`src/rtl/instr_fetch_pkg.sv`:
```
// Purpose: shared types and defaults for the instruction-fetch sequencer, IR and control unit.
// Latency: n/a (declarations only).
// Backpressure: n/a (declarations only).
package instr_fetch_pkg;

  // Default instruction word / address geometry.
  localparam int unsigned IW_DEF      = 18;
  localparam int unsigned AW_DEF      = 12;
  localparam int unsigned OP_W        = 6;
  localparam logic [5:0]  HALT_OP_DEF = 6'h3F;
  localparam int unsigned TIMEOUT_DEF = 16;

  // Fetch sequencer states.
  typedef enum logic [2:0] {
    ST_IDLE = 3'd0,
    ST_REQ  = 3'd1,
    ST_LOAD = 3'd2,
    ST_HALT = 3'd3,
    ST_ERR  = 3'd4
  } fetch_state_t;

  // Counter width able to reach TIMEOUT-1; at least one bit so a disabled timer still elaborates.
  function automatic int unsigned timer_width(input int unsigned timeout);
    if (timeout <= 2) begin
      return 1;
    end
    return $clog2(timeout);
  endfunction

endpackage

```
`src/rtl/instr_fetch_timer.sv`:
```
// Purpose: loadable up-counter with clear/enable and a terminal-count flag for the fetch timeout.
// Latency: count updates one cycle after clr/ld/en; tc is decoded combinationally from the count.
// Backpressure: none; counts whenever enabled, tc is only meaningful to the caller while waiting.
module fetch_timer #(
  parameter int unsigned TIMEOUT = 16,
  parameter int unsigned CW      = 4
) (
  input  logic          clk,
  input  logic          rst,
  input  logic          clr,
  input  logic          en,
  input  logic          ld,
  input  logic [CW-1:0] ld_val,
  output logic          tc
);

  // Terminal value: the last waiting cycle before a timeout is declared.
  localparam logic [CW-1:0] TC_VAL = (TIMEOUT == 0) ? '0 : CW'(TIMEOUT - 1);

  logic [CW-1:0] count;

  // Counter register: clear wins over load, load wins over increment.
  always_ff @(posedge clk) begin
    if (rst || clr) begin
      count <= '0;
    end else if (ld) begin
      count <= ld_val;
    end else if (en) begin
      count <= count + 1'b1;
    end
  end

  // TIMEOUT of zero disables the flag entirely.
  always_comb begin
    tc = (TIMEOUT != 0) && (count == TC_VAL);
  end

endmodule

```
`src/rtl/instr_fetch.sv`:
```
// Purpose: fetch one instruction word at PC over a req/ack handshake and strobe it into the IR.
// Latency: fetch_start at t -> mem_req at t+1; ack at k -> ir_write_en/fetch_done at k+1, idle at k+2.
// Backpressure: holds mem_req/mem_addr until mem_ack; requests outside IDLE are dropped, not queued.
module instr_fetch
  import instr_fetch_pkg::*;
#(
  parameter int unsigned IW      = IW_DEF,
  parameter int unsigned AW      = AW_DEF,
  parameter logic [5:0]  HALT_OP = HALT_OP_DEF,
  parameter int unsigned TIMEOUT = TIMEOUT_DEF
) (
  input  logic          clk,
  input  logic          rst,
  input  logic          fetch_start,
  input  logic          jmp_en,
  input  logic [AW-1:0] jmp_addr,
  output logic          mem_req,
  output logic [AW-1:0] mem_addr,
  input  logic          mem_ack,
  input  logic [IW-1:0] mem_rdata,
  output logic          ir_write_en,
  output logic [IW-1:0] ir_data,
  output logic          fetch_done,
  output logic          busy,
  output logic          halted,
  output logic          err,
  output logic [AW-1:0] pc
);

  localparam int unsigned CW = timer_width(TIMEOUT);

  fetch_state_t  state_q;
  fetch_state_t  state_d;

  logic          mem_req_d;
  logic [AW-1:0] mem_addr_d;
  logic          ir_write_en_d;
  logic [IW-1:0] ir_data_d;
  logic          fetch_done_d;
  logic          busy_d;
  logic          halted_d;
  logic          err_d;
  logic [AW-1:0] pc_d;

  logic          tmr_clr;
  logic          tmr_en;
  logic          tmr_tc;
  logic          fetch_accept;
  logic          is_halt_op;

  // A fetch is only accepted while idle; everything else drops the request.
  assign fetch_accept = (state_q == ST_IDLE) && fetch_start;
  assign is_halt_op   = (ir_data[IW-1 -: OP_W] == HALT_OP);

  // The wait counter restarts on every accepted fetch and runs while the request is outstanding.
  assign tmr_clr = fetch_accept;
  assign tmr_en  = (state_q == ST_REQ);

  fetch_timer #(
    .TIMEOUT (TIMEOUT),
    .CW      (CW)
  ) u_fetch_timer (
    .clk    (clk),
    .rst    (rst),
    .clr    (tmr_clr),
    .en     (tmr_en),
    .ld     (1'b0),
    .ld_val ('0),
    .tc     (tmr_tc)
  );

  // State register.
  always_ff @(posedge clk) begin
    if (rst) begin
      state_q <= ST_IDLE;
    end else begin
      state_q <= state_d;
    end
  end

  // Next-state logic; HALT and ERR are absorbing until reset.
  always_comb begin
    state_d = state_q;
    case (state_q)
      ST_IDLE: if (fetch_start) state_d = ST_REQ;
      ST_REQ: begin
        if (mem_ack) begin
          state_d = ST_LOAD;
        end else if (tmr_tc) begin
          state_d = ST_ERR;
        end
      end
      ST_LOAD: state_d = is_halt_op ? ST_HALT : ST_IDLE;
      ST_HALT: state_d = ST_HALT;
      ST_ERR:  state_d = ST_ERR;
      default: state_d = ST_IDLE;
    endcase
  end

  // Next values of the registered outputs; status flags are decoded from the next state.
  always_comb begin
    pc_d       = pc;
    mem_addr_d = mem_addr;
    ir_data_d  = ir_data;
    case (state_q)
      ST_IDLE: begin
        if (jmp_en) begin
          pc_d = jmp_addr;
        end
        // A jump in the same cycle redirects this very fetch.
        if (fetch_start) begin
          mem_addr_d = jmp_en ? jmp_addr : pc;
        end
      end
      ST_REQ: begin
        if (mem_ack) begin
          ir_data_d = mem_rdata;
        end
      end
      ST_LOAD: begin
        // Natural AW-bit wrap from all-ones back to zero.
        pc_d = mem_addr + AW'(1);
      end
      default: begin
      end
    endcase
    mem_req_d     = (state_d == ST_REQ);
    ir_write_en_d = (state_d == ST_LOAD);
    fetch_done_d  = (state_d == ST_LOAD);
    busy_d        = (state_d == ST_REQ) || (state_d == ST_LOAD);
    halted_d      = (state_d == ST_HALT);
    err_d         = (state_d == ST_ERR);
  end

  // Output registers; reset aborts any fetch in flight without writing the IR.
  always_ff @(posedge clk) begin
    if (rst) begin
      mem_req     <= 1'b0;
      mem_addr    <= '0;
      ir_write_en <= 1'b0;
      ir_data     <= '0;
      fetch_done  <= 1'b0;
      busy        <= 1'b0;
      halted      <= 1'b0;
      err         <= 1'b0;
      pc          <= '0;
    end else begin
      mem_req     <= mem_req_d;
      mem_addr    <= mem_addr_d;
      ir_write_en <= ir_write_en_d;
      ir_data     <= ir_data_d;
      fetch_done  <= fetch_done_d;
      busy        <= busy_d;
      halted      <= halted_d;
      err         <= err_d;
      pc          <= pc_d;
    end
  end

endmodule
```
`config.mk`:
```
export PLATFORM = sky130hd
export DESIGN_NAME = instr_fetch
export DESIGN_NICKNAME = d
export VERILOG_FILES = /design/src/rtl/instr_fetch_pkg.sv /design/src/rtl/instr_fetch_timer.sv /design/src/rtl/instr_fetch.sv
export SDC_FILE = /design/constraint.sdc
export NUM_CORES = 1
export LEC_CHECK = 0
export ABC_AREA = 1
export CELL_PAD_IN_SITES_DETAIL_PLACEMENT = 1
export CELL_PAD_IN_SITES_GLOBAL_PLACEMENT = 2
export CORE_UTILIZATION = 26
export CTS_CLUSTER_DIAMETER = 80
export DETAILED_ROUTE_END_ITERATION = 8
export PLACE_DENSITY_LB_ADDON = 0.1
export SETUP_SLACK_MARGIN = 0.02
export SLEW_MARGIN = 10
export SYNTH_ARGS = -nofsm -noshare
export SYNTH_HDL_FRONTEND = slang
export SYNTH_HIERARCHICAL = 1
export SYNTH_SLANG_ARGS = --single-unit
```
`constraint.sdc`:
```
create_clock -name clk -period 2.7 [get_ports clk]
set_input_delay 0.54 -clock clk [delete_from_list [all_inputs] [get_ports clk]]
set_output_delay 0.54 -clock clk [all_outputs]
set_load 0.05 [all_outputs]
```
==> impl_metrics.tcl <==
set metrics [dict create \
    grt_max_degree 33 \
    p_int_w 0.00131 \
    boundaryPins 83 \
    overflow 0 \
    num_vias 2558 \
    synthDistinctLibCells 33 \
    min-delay-start "ir_data[8]" \
    n_antenna_cell 0 \
    cts_tree "yes" \
    cts.sinks 54 \
    seq_area_frac_synth 0.429 \
    worstSetupEndpointType "output pin" \
    hold_class "reg -> reg" \
    nets 471 \
    route.detailed.drc 0 \
    power_w 0.00197 \
    crit_required_ns 2.16 \
    ant_nets 0 \
    cts_buffer_depth 2 \
    wl_um 7690 \
    viasPerCell 4.54 \
    postCtsHoldBufs 0 \
    area_growth_pct 41.8 \
    min_to "ir_data[8]" \
    switching_share 0.334 \
    worstPathCellList "clkdlybuf4s50_1" \
    async_reset_ff_frac 0 \
    path_delay_family "buffers and inverters" \
    startpoint "mem_addr[5]" \
    drt_iter0_markers 48 \
    antenna_found_initial 0 \
    syn_area_mm2 0.00252 \
    cts_made_buffers 5 \
    final_cell_mix "clkdlybuf4s50_1, nand2_1, dfxtp_1" \
    coreArea_mm2 0.00933 \
    reg2reg_to "state_q[1]" \
    synthFlopType "dfxtp_1" \
    finalCritPeriodShare 0.807 \
    yosys_register_bits 54 \
    maxCapViolations 0 \
    ir_drop_uv 318 \
    min_period_ns 2.18 \
    gp_congestion 0.727 \
    skew_ns 0.0152 \
    combPwrFrac 0.256 \
    grt_pass1_wl_um 12400 \
    crit_slowest_cell "clkdlybuf4s50_1" \
    clockPowerShare 0.292 \
    wire_per_inst_um 13.6 \
    r2r_cells 5 \
    rsz0062_at_grt "false" \
    seqPwrFrac 0.452 \
    fmax_mhz 459 \
    dieArea_mm2 0.0101 \
    p_per_area_mw_per_mm2 550 \
    dp_hpwl_um 5600 \
    syn_avg_cell_area_um2 7.24 \
    ctsRootBufferMaster "clkbuf_8" \
    status "finished, final reports clean" \
    die_y_um 100 \
    cts-resized-gates 0 \
    worstSetupPathType "reg -> out" \
    finalHoldViolCount 0 \
    grt_use_total 0.157 \
    ff2ff_setup_slack_ns 0.79 \
    p_leak_nw 1.34 \
    worstPathArrival_ns 1.64 \
    hold_depth 2 \
    setup_violations 0 \
    tightest_slew_ns 0.713 \
    grt_pass1_vias 2576 \
    fillers 1174 \
    drive_above_1_share 0.0667 \
    path_clk_slew_ns 0.11 \
    port_buffers 82 \
    yosysWarnings 6 \
    netSwitchingPower_w 0.000657 \
    path_buf_inv 1 \
    slowest_delay_ns 0.85 \
    firstDrtPassIters 4 \
    syn_inst 348 \
    synth-edff-count 0 \
    clk_latency_ns 0.32 \
    num_rows 35 \
    postCtsSetupBuffers 0 \
    initial_core_util 0.270 \
    final_common_cell "clkdlybuf4s50_1" \
    maxSlewViolCount 0 \
    relSlewSlack 0.523 \
    fp.dieW_um 100 \
    critPathLaunchType "flip-flop" \
    fin_tns_setup_ns 0 \
    cp_max_fo 5 \
    h-tree-depth 2 \
    crit-reg2reg-launch "state_q[1]" \
]
how the worst max path moves through the flow:
stage | depth (start not counted) | slack [ns] | to
2_1_floorplan | 7 | 1.08 | pc[8]
3_3_place_gp | 4 | 0.68 | ir_data[12]
3_5_place_dp | 5 | 0.62 | state_q[1]
4_1_cts | 1 | 0.50 | mem_addr[5]
5_1_grt | 1 | 0.49 | mem_addr[5]
6_report | 1 | 0.52 | mem_addr[5]
cell families (layout without fill, tap and decap cells):
kind of cell	Yosys count	after routing	share of synthesized area
other	1	11	0.00149
flip-flops	54	54	0.429
buffers and inverters	56	133	0.106
adder cells (fa/ha/maj)	2	2	0.00992
AND/OR/NAND/NOR	148	148	0.264
XOR/XNOR	2	2	0.00695
AO/OA/AOI/OAI	85	85	0.183
flip-flops by register name, indices dropped and copies added (netlist names), 3 cells and up:
name                 flops
state_q                  3
mem_addr                12
ir_data                 18
u_fetch_timer/count      4
pc                      12
metrics by stage:
| step | util | hold slack (ns) | cells | setup WS, ns | instance area, um^2 |
|---|---|---|---|---|---|
| 2_1_floorplan | - | 0.535 | 358 | 1.08 | 2560 |
| 3_3_place_gp | 0.371 | 0.449 | 556 | 0.684 | 3460 |
| 3_5_place_dp | 0.371 | 0.455 | 556 | 0.624 | 3460 |
| 4_1_cts | 0.383 | 0.476 | 564 | 0.504 | 3580 |
| 5_1_grt | 0.383 | 0.499 | 564 | 0.488 | 3580 |
| 6_report | 0.383 | 0.474 | 564 | 0.521 | 3580 |
power by group through the flow:
| stage | Combinational, W | Clock [W] | Sequential (W) |
|---|---|---|---|
| after floorplan | 0.000179 | 0 | 0.00105 |
| after global placement | 0.000502 | 0 | 0.000908 |
| after detailed placement | 0.000507 | 0 | 0.000908 |
| after CTS | 0.000509 | 0.000600 | 0.000890 |
| after global routing | 0.000545 | 0.000624 | 0.000897 |
| final | 0.000503 | 0.000574 | 0.000889 |
Yosys cell counts, types with 2 or more instances:
| cell type | count | area (um^2) |
|---|---|---|
| o21ai_0 | 15 | 75.1 |
| xor2_1 | 2 | 17.5 |
| nor3_1 | 2 | 10.0 |
| buf_1 | 2 | 7.51 |
| a31oi_1 | 2 | 12.5 |
| inv_2 | 3 | 11.3 |
| buf_2 | 5 | 25.0 |
| clkbuf_1 | 4 | 15.0 |
| nand2_2 | 3 | 18.8 |
| a21oi_1 | 42 | 210 |
| buf_4 | 3 | 22.5 |
| nand3_1 | 34 | 170 |
| ha_1 | 2 | 25.0 |
| o21ai_1 | 13 | 65.1 |
| or2_2 | 2 | 12.5 |
| nand2_1 | 74 | 278 |
| nor2_1 | 23 | 86.3 |
| buf_6 | 5 | 56.3 |
| dfxtp_1 | 54 | 1080 |
| a22oi_1 | 8 | 60.1 |
| nand4_1 | 4 | 25.0 |
| nor2_4 | 3 | 33.8 |
| inv_1 | 33 | 124 |
final cells by class:
class	count	area (um^2)	share of cell area
timing repair buffer	88	866	0.242
sequential	54	1080	0.302
multi-input combinational	248	1210	0.338
clock buffer	5	68.8	0.0192
tap	129	161	0.0451
inverter	37	141	0.0395
clock inverter	3	47.5	0.0133
metal layers:
metal  GRT usage  routed length (um)  vias up  share of wire
met5           0                   0        -              0
li1            -                   -     1308              -
met3      0.0333                 272        6          0.035
met4      0.0401                  78        0          0.010
met2       0.289                3880       48           0.50
met1       0.183                3460     1196           0.45
Note: power is estimated with default switching activity, not from simulation.
